<file path="src/rtl/qconv_tile_scheduler.sv">
// ============================================================================
// qconv_tile_scheduler
//
// Sequences the tiled kn2row quantized-convolution datapath. A layer is walked
// as output-channel groups (outermost), tile rows, then tile columns
// (innermost). Every tile runs four phases in order, each started with a
// one-cycle go pulse and finished by a done pulse from the phase unit:
//   READ_INPUT -> READ_KERNEL -> CALC_MAC -> WRITE_OUTPUT
// READ_KERNEL is skipped while the kernel group already loaded is current.
//
// Ports
//   clk         clock
//   rstn        synchronous active-low reset
//   start       begin a layer (sampled only while idle)
//   out_h/w/c   layer output height / width / channels, latched on start
//   busy        high from the cycle after an accepted start through DONE
//   done        one-cycle pulse at the end of a layer
//   phase_go    one-hot go pulse: bit0 RD_IN, bit1 RD_K, bit2 MAC, bit3 WR
//   phase_done  per-phase completion pulses from the phase units
//   tile_row    tile origin row
//   tile_col    tile origin column
//   oc_base     first output channel of the current group
//   tile_vh     valid rows     = min(TILE_H, out_h - tile_row)
//   tile_vw     valid columns  = min(TILE_W, out_w - tile_col)
//   oc_valid    valid channels = min(OC_UNROLL, out_c - oc_base)
// ============================================================================
module qconv_tile_scheduler #(
    parameter int DIM_WIDTH = 32,
    parameter int TILE_H    = 32,
    parameter int TILE_W    = 32,
    parameter int OC_UNROLL = 8
) (
    input  logic                 clk,
    input  logic                 rstn,
    input  logic                 start,
    input  logic [DIM_WIDTH-1:0] out_h,
    input  logic [DIM_WIDTH-1:0] out_w,
    input  logic [DIM_WIDTH-1:0] out_c,
    output logic                 busy,
    output logic                 done,
    output logic [3:0]           phase_go,
    input  logic [3:0]           phase_done,
    output logic [DIM_WIDTH-1:0] tile_row,
    output logic [DIM_WIDTH-1:0] tile_col,
    output logic [DIM_WIDTH-1:0] oc_base,
    output logic [DIM_WIDTH-1:0] tile_vh,
    output logic [DIM_WIDTH-1:0] tile_vw,
    output logic [DIM_WIDTH-1:0] oc_valid
);

    // One extra bit so origin + step never wraps when compared to a dimension
    // close to the top of the DIM_WIDTH range.
    localparam int W1 = DIM_WIDTH + 1;

    localparam logic [W1-1:0] STEP_H = W1'(TILE_H);
    localparam logic [W1-1:0] STEP_W = W1'(TILE_W);
    localparam logic [W1-1:0] STEP_C = W1'(OC_UNROLL);

    typedef enum logic [2:0] {
        S_IDLE,
        S_RD_IN,
        S_RD_K,
        S_MAC,
        S_WR,
        S_ADV,
        S_DONE
    } state_t;

    state_t               state_q, state_d;
    logic                 fresh_q, fresh_d;   // first cycle of a phase state
    logic                 kernel_q, kernel_d; // kernel of current group loaded
    logic [DIM_WIDTH-1:0] cfg_h_q, cfg_h_d;
    logic [DIM_WIDTH-1:0] cfg_w_q, cfg_w_d;
    logic [DIM_WIDTH-1:0] cfg_c_q, cfg_c_d;
    logic [DIM_WIDTH-1:0] row_q, row_d;
    logic [DIM_WIDTH-1:0] col_q, col_d;
    logic [DIM_WIDTH-1:0] oc_q, oc_d;
    logic [DIM_WIDTH-1:0] vh_q, vh_d;
    logic [DIM_WIDTH-1:0] vw_q, vw_d;
    logic [DIM_WIDTH-1:0] ov_q, ov_d;
    logic                 ext_upd;

    logic [3:0]           phase_sel;
    logic                 accept;
    logic [W1-1:0]        col_n, row_n, oc_n;

    // Remaining extent from an origin, clamped to the tile step.
    function automatic logic [DIM_WIDTH-1:0] extent(
        input logic [W1-1:0]        lim,
        input logic [DIM_WIDTH-1:0] dim,
        input logic [DIM_WIDTH-1:0] org
    );
        logic [W1-1:0] rem;
        rem = {1'b0, dim} - {1'b0, org};
        return (rem < lim) ? rem[DIM_WIDTH-1:0] : lim[DIM_WIDTH-1:0];
    endfunction

    // Candidate next origins, evaluated at full width.
    assign col_n = {1'b0, col_q} + STEP_W;
    assign row_n = {1'b0, row_q} + STEP_H;
    assign oc_n  = {1'b0, oc_q}  + STEP_C;

    // Which phase_done bit belongs to the active state.
    always_comb begin
        phase_sel = 4'b0000;
        case (state_q)
            S_RD_IN: phase_sel = 4'b0001;
            S_RD_K:  phase_sel = 4'b0010;
            S_MAC:   phase_sel = 4'b0100;
            S_WR:    phase_sel = 4'b1000;
            default: phase_sel = 4'b0000;
        endcase
    end

    // A done arriving in the go cycle itself belongs to no request yet.
    assign accept = !fresh_q && |(phase_done & phase_sel);

    // NOTE: every variable written here gets a default first, so no path
    // leaves a value held and no latch is inferred.
    always_comb begin
        state_d  = state_q;
        kernel_d = kernel_q;
        cfg_h_d  = cfg_h_q;
        cfg_w_d  = cfg_w_q;
        cfg_c_d  = cfg_c_q;
        row_d    = row_q;
        col_d    = col_q;
        oc_d     = oc_q;
        ext_upd  = 1'b0;

        case (state_q)
            S_IDLE: begin
                if (start) begin
                    cfg_h_d  = out_h;
                    cfg_w_d  = out_w;
                    cfg_c_d  = out_c;
                    // A new layer restarts at group 0, which is never the
                    // group left in the kernel buffer by a previous layer.
                    kernel_d = 1'b0;
                    if (out_h == '0 || out_w == '0 || out_c == '0) begin
                        state_d = S_DONE;
                    end else begin
                        row_d   = '0;
                        col_d   = '0;
                        oc_d    = '0;
                        ext_upd = 1'b1;
                        state_d = S_RD_IN;
                    end
                end
            end
            S_RD_IN: begin
                if (accept) state_d = kernel_q ? S_MAC : S_RD_K;
            end
            S_RD_K: begin
                if (accept) begin
                    state_d  = S_MAC;
                    kernel_d = 1'b1;
                end
            end
            S_MAC: begin
                if (accept) state_d = S_WR;
            end
            S_WR: begin
                if (accept) state_d = S_ADV;
            end
            S_ADV: begin
                state_d = S_RD_IN;
                ext_upd = 1'b1;
                if (col_n < {1'b0, cfg_w_q}) begin
                    col_d = col_n[DIM_WIDTH-1:0];
                end else if (row_n < {1'b0, cfg_h_q}) begin
                    col_d = '0;
                    row_d = row_n[DIM_WIDTH-1:0];
                end else if (oc_n < {1'b0, cfg_c_q}) begin
                    col_d    = '0;
                    row_d    = '0;
                    oc_d     = oc_n[DIM_WIDTH-1:0];
                    kernel_d = 1'b0;
                end else begin
                    // Layer finished: origins and extents keep their last
                    // values so they never read as zero while busy.
                    state_d = S_DONE;
                    ext_upd = 1'b0;
                end
            end
            S_DONE: begin
                state_d = S_IDLE;
            end
            default: begin
                state_d = S_IDLE;
            end
        endcase

        vh_d = ext_upd ? extent(STEP_H, cfg_h_d, row_d) : vh_q;
        vw_d = ext_upd ? extent(STEP_W, cfg_w_d, col_d) : vw_q;
        ov_d = ext_upd ? extent(STEP_C, cfg_c_d, oc_d)  : ov_q;

        fresh_d = (state_d != state_q) &&
                  (state_d inside {S_RD_IN, S_RD_K, S_MAC, S_WR});
    end

    // NOTE: state registers use non-blocking assignments so every flop
    // samples the values from before this edge, independent of order.
    always_ff @(posedge clk) begin
        if (!rstn) begin
            state_q  <= S_IDLE;
            fresh_q  <= 1'b0;
            kernel_q <= 1'b0;
            cfg_h_q  <= '0;
            cfg_w_q  <= '0;
            cfg_c_q  <= '0;
            row_q    <= '0;
            col_q    <= '0;
            oc_q     <= '0;
            vh_q     <= '0;
            vw_q     <= '0;
            ov_q     <= '0;
        end else begin
            state_q  <= state_d;
            fresh_q  <= fresh_d;
            kernel_q <= kernel_d;
            cfg_h_q  <= cfg_h_d;
            cfg_w_q  <= cfg_w_d;
            cfg_c_q  <= cfg_c_d;
            row_q    <= row_d;
            col_q    <= col_d;
            oc_q     <= oc_d;
            vh_q     <= vh_d;
            vw_q     <= vw_d;
            ov_q     <= ov_d;
        end
    end

    assign busy     = (state_q != S_IDLE);
    assign done     = (state_q == S_DONE);
    assign phase_go = fresh_q ? phase_sel : 4'b0000;
    assign tile_row = row_q;
    assign tile_col = col_q;
    assign oc_base  = oc_q;
    assign tile_vh  = vh_q;
    assign tile_vw  = vw_q;
    assign oc_valid = ov_q;

endmodule

</file>
<file path="config.mk">
export PLATFORM = sky130hd
export DESIGN_NAME = qconv_tile_scheduler
export DESIGN_NICKNAME = d
export VERILOG_FILES = /design/src/rtl/qconv_tile_scheduler.sv
export SDC_FILE = /design/constraint.sdc
export NUM_CORES = 1
export LEC_CHECK = 0
export BUFFER_PORTS_ARGS = -buffer_cell sky130_fd_sc_hd__buf_4
export CORE_ASPECT_RATIO = 0.8
export CORE_MARGIN = 2
export CORE_UTILIZATION = 60
export DETAILED_ROUTE_END_ITERATION = 6
export PLACE_DENSITY = 0.83
export SYNTH_ARGS = -nofsm -noshare
export SYNTH_HDL_FRONTEND = slang
export SYNTH_SLANG_ARGS = --single-unit
</file>
<file path="constraint.sdc">
create_clock -name clk -period 17.2 [get_ports clk]
set_input_delay 0.86 -clock clk [delete_from_list [all_inputs] [get_ports clk]]
set_output_delay 0.86 -clock clk [all_outputs]
set_load 0.1 [all_outputs]
</file>
==> flow_summary.toml <==
[status]
status = "completed"

[placement]
hpwl_um = 54250
gp_congestion = 0.9680
portBuffers = 300
place_ws_ns = 8.479
dp.cells = 3351

[cts]
ctsResizeCount = 0
clk_path_buf_depth = 3
cts.clk_slew.worst_paths_ns = 0.06
cts.sinks = 293
cts_setup_buffers = 0
cts_tree = "built"
htreeDepth = 1
clk_latency_ns = 0.61
cts_hold_buf = 0
numCtsBuffers = 31
cts-root-buf = "clkbuf_16"

[drt]
initialDrtViolationCount = 2762
vias_per_cell = 6.485
num_vias = 22110
finalWirelength_um = 71660
avgRoutedWirePerCell_um = 21.01
antenna_left = 0
route.detailed.drc = 0
drt_pass1_iterations = 6

[power_and_ir_drop]
p_leak_nw = 11.02
ir_drop_mv = 0.09836
fin_total_pwr_mw = 3.505
power.density_nw_per_um2 = 143.4

[grt]
grt_usage_pct = 37.71
grt_pass1_wl_um = 110200
grt_pass1_vias = 20030
grt_overflow = 0
grt_start_max_net_pins = 130
antenna_found_initial = 1

[final_layout]
fillers = 2882
drive_gt1_share_pct = 14.50
stdcell_count = 3410
nets = 3210
area_delta_synth_final_pct = 16.41
seqCellArea_um2 = 5866
multi_input_area_um2 = 13990

[setup_path]
cp-start-kind = "register"
cp_slowest_cell = "or3_1"
critPathKind = "reg -> reg"
critPathRequiredTime_ns = 17.71
arrival_ns = 9.50
startpoint = "oc_base[4]"
worstSetupEndpoint = "oc_valid[3]"
end_kind = "register"
reg2reg_depth = 27
rr_startpoint = "oc_base[4]"
rrSetupSlack_ns = 8.21
reg2reg_to = "oc_valid[3]"
crit_fanout = 27
crit_top_cell = "ha_1"
critPathMaxStageDelay_ns = 0.73

[yosys]
syn_nets = 3001
yosys_warnings = 0
synth-seq-area-share_pct = 27.93
synth_area_leader_cell = "dfxtp_1"
synth_area_um2 = 21000
syn_area_per_cell_um2 = 7.771
synth-async-reset-ratio_pct = 0
synth_area_leaders = "dfxtp_1 28%, ha_1 11%, o21ai_0 4.6%"
synth_edf_count = 0
synth_cell_types = 98
synth-seq-cells = 293
synthCells = 2703
synth_top_area_share_pct = 27.93
ys.flop_type = "dfxtp_1"

[flow_run]
maxCapViolCount = 0

[timing]
setup_ws_ns = 8.207
period_share_pct = 52.29
report.final.hold_viol_count = 0
setup_viol = 0
slew-limit-headroom_pct = 23.40
period_needed_ns = 8.993
tightest_slew_ns = 1.149
fmax_mhz = 111.2
rsz0062_at_grt = "false"
tns_ns = 0
drv_slew = 0
fin_skew_ns = 0.02071

[floorplanning]
num_rows = 61
dieArea_um2 = 36530
io_pins = 301
coreArea_um2 = 34650
die_y_um = 171.3
start_util_pct = 60.62
dieWidth_um = 213.2

[hold_path]
min_path_type = "reg -> reg"
hold_depth = 2
-- layer usage --
layer  GRT usage (%)  routed length, um
met5               0                  0
met3           7.997               7068
met4           12.02               2433
met1           53.65              31740
met2           56.78              30410
-- worst max-delay path, delay by kind of cell (launching register included) --
kind            cells  cell delay [ns]
compound gates      7             1.82
buf+inv             1             0.36
flops               1             0.43
fa+ha+maj           3             1.02
xor+xnor            1             0.16
simple gates       15             5.06
-- cell usage in the layout (no fill, tap or decap), types with 8 or more instances in the layout --
cell type  Yosys  routed
nand2_1      253     253
and3_1       141     141
nor3_1        51      50
nand2b_1      15      15
nand3_1       86      86
and2_1       116     115
dfxtp_1      293     293
nor2b_1       17      16
buf_4          5     315
xnor2_1       65      65
or2_2          8       8
o21a_1        40      40
nor4_1        41      41
mux2i_1       15      15
a211oi_1      25      25
o21bai_1      12      12
nor3b_1        8       8
a21oi_1      179     179
o21ai_1       25      25
a21oi_2        8       8
nor2_1       183     183
nand4_1       58      58
ha_1         192     192
a21o_1        36      36
a22oi_1       34      34
a31oi_1       24      24
nand3b_1      16      16
and4_1        15      15
clkbuf_16      0      31
o2111ai_1     13      13
o211ai_1      16      16
o31a_1        12      12
or3_1         22      22
xor2_1        43      43
o21ai_0      193     193
o31ai_1       14      14
inv_1        149     149
-- worst min-delay path by stage --
stage | start | end | slack [ns]
final | oc_valid[1] | oc_valid[1] | 0.45
after CTS | oc_valid[1] | oc_valid[1] | 0.44
after global placement | tile_vh[2] | tile_vh[2] | 0.44
after detailed placement | oc_valid[1] | oc_valid[1] | 0.44
after floorplan | kernel_q | kernel_q | 0.45
after global routing | oc_valid[1] | oc_valid[1] | 0.47
-- synthesized netlist by cell type (8+ instances only) --
cell       instances
o31a_1            12
ha_1             192
inv_1            149
and2_1           116
dfxtp_1          293
nand2_1          253
nor3_1            51
or3_1             22
a21o_1            36
o21ai_1           25
o21a_1            40
nor2_1           183
and3_1           141
o2111ai_1         13
xnor2_1           65
buf_2             25
nand3_1           86
nor4_1            41
xor2_1            43
o211ai_1          16
and4_1            15
o21bai_1          12
or2_2              8
mux2i_1           15
a21oi_1          179
clkbuf_1         101
nor2b_1           17
nand2b_1          15
a21oi_2            8
nand3b_1          16
o21ai_0          193
a211oi_1          25
nor3b_1            8
nand4_1           58
o31ai_1           14
a22oi_1           34
a31oi_1           24
-- through the flow --
step | cell area, um^2 | utilization, % | hold WS, ns
after floorplan | 21000 | - | 0.4497
after global placement | 23370 | 67.46 | 0.4359
after detailed placement | 23370 | 67.46 | 0.4350
after CTS | 24450 | 70.56 | 0.4442
after global routing | 24450 | 70.56 | 0.4678
final | 24450 | 70.56 | 0.4478
-- power breakdown --
group	switching [mW]	leakage, nW	internal (mW)
Sequential	0.0224	2.37	0.725
Clock	0.309	0.523	0.404
Combinational	1.31	8.12	0.737
-- sequential cells by signal, summed over array words and instances, names as in the netlist --
register	cells
fresh_q	1
oc_base	32
tile_col	32
tile_row	32
cfg_w_q	32
tile_vw	32
kernel_q	1
oc_valid	32
tile_vh	32
cfg_h_q	32
cfg_c_q	32
state_q	3
-- logic make-up (layout without fill, tap and decap cells) --
logic type                 Yosys count  count (layout)  share of synthesized area (%)
and+or+nand+nor                   1062            1062                          26.57
adders and majority gates          195             195                          11.72
buffers and inverters              290             524                          5.606
DFF                                293             293                          27.93
AOI/OAI and AO/OA                  733             733                          22.58
other                                0               1                              0
xor gates and xnor gates           108             108                          4.503
muxes                               22              22                          1.090
-- final cells by class --
class                      instances  share of cell area (%)
timing repair buffer             315                   9.671
clock inverter                    16                  0.8443
tap                              472                   2.415
sequential                       293                   23.99
antenna                            1                 0.01023
multi-input combinational       2120                   57.20
clock buffer                      42                   3.546
inverter                         151                   2.323
Power figures use the tool's default switching activity.
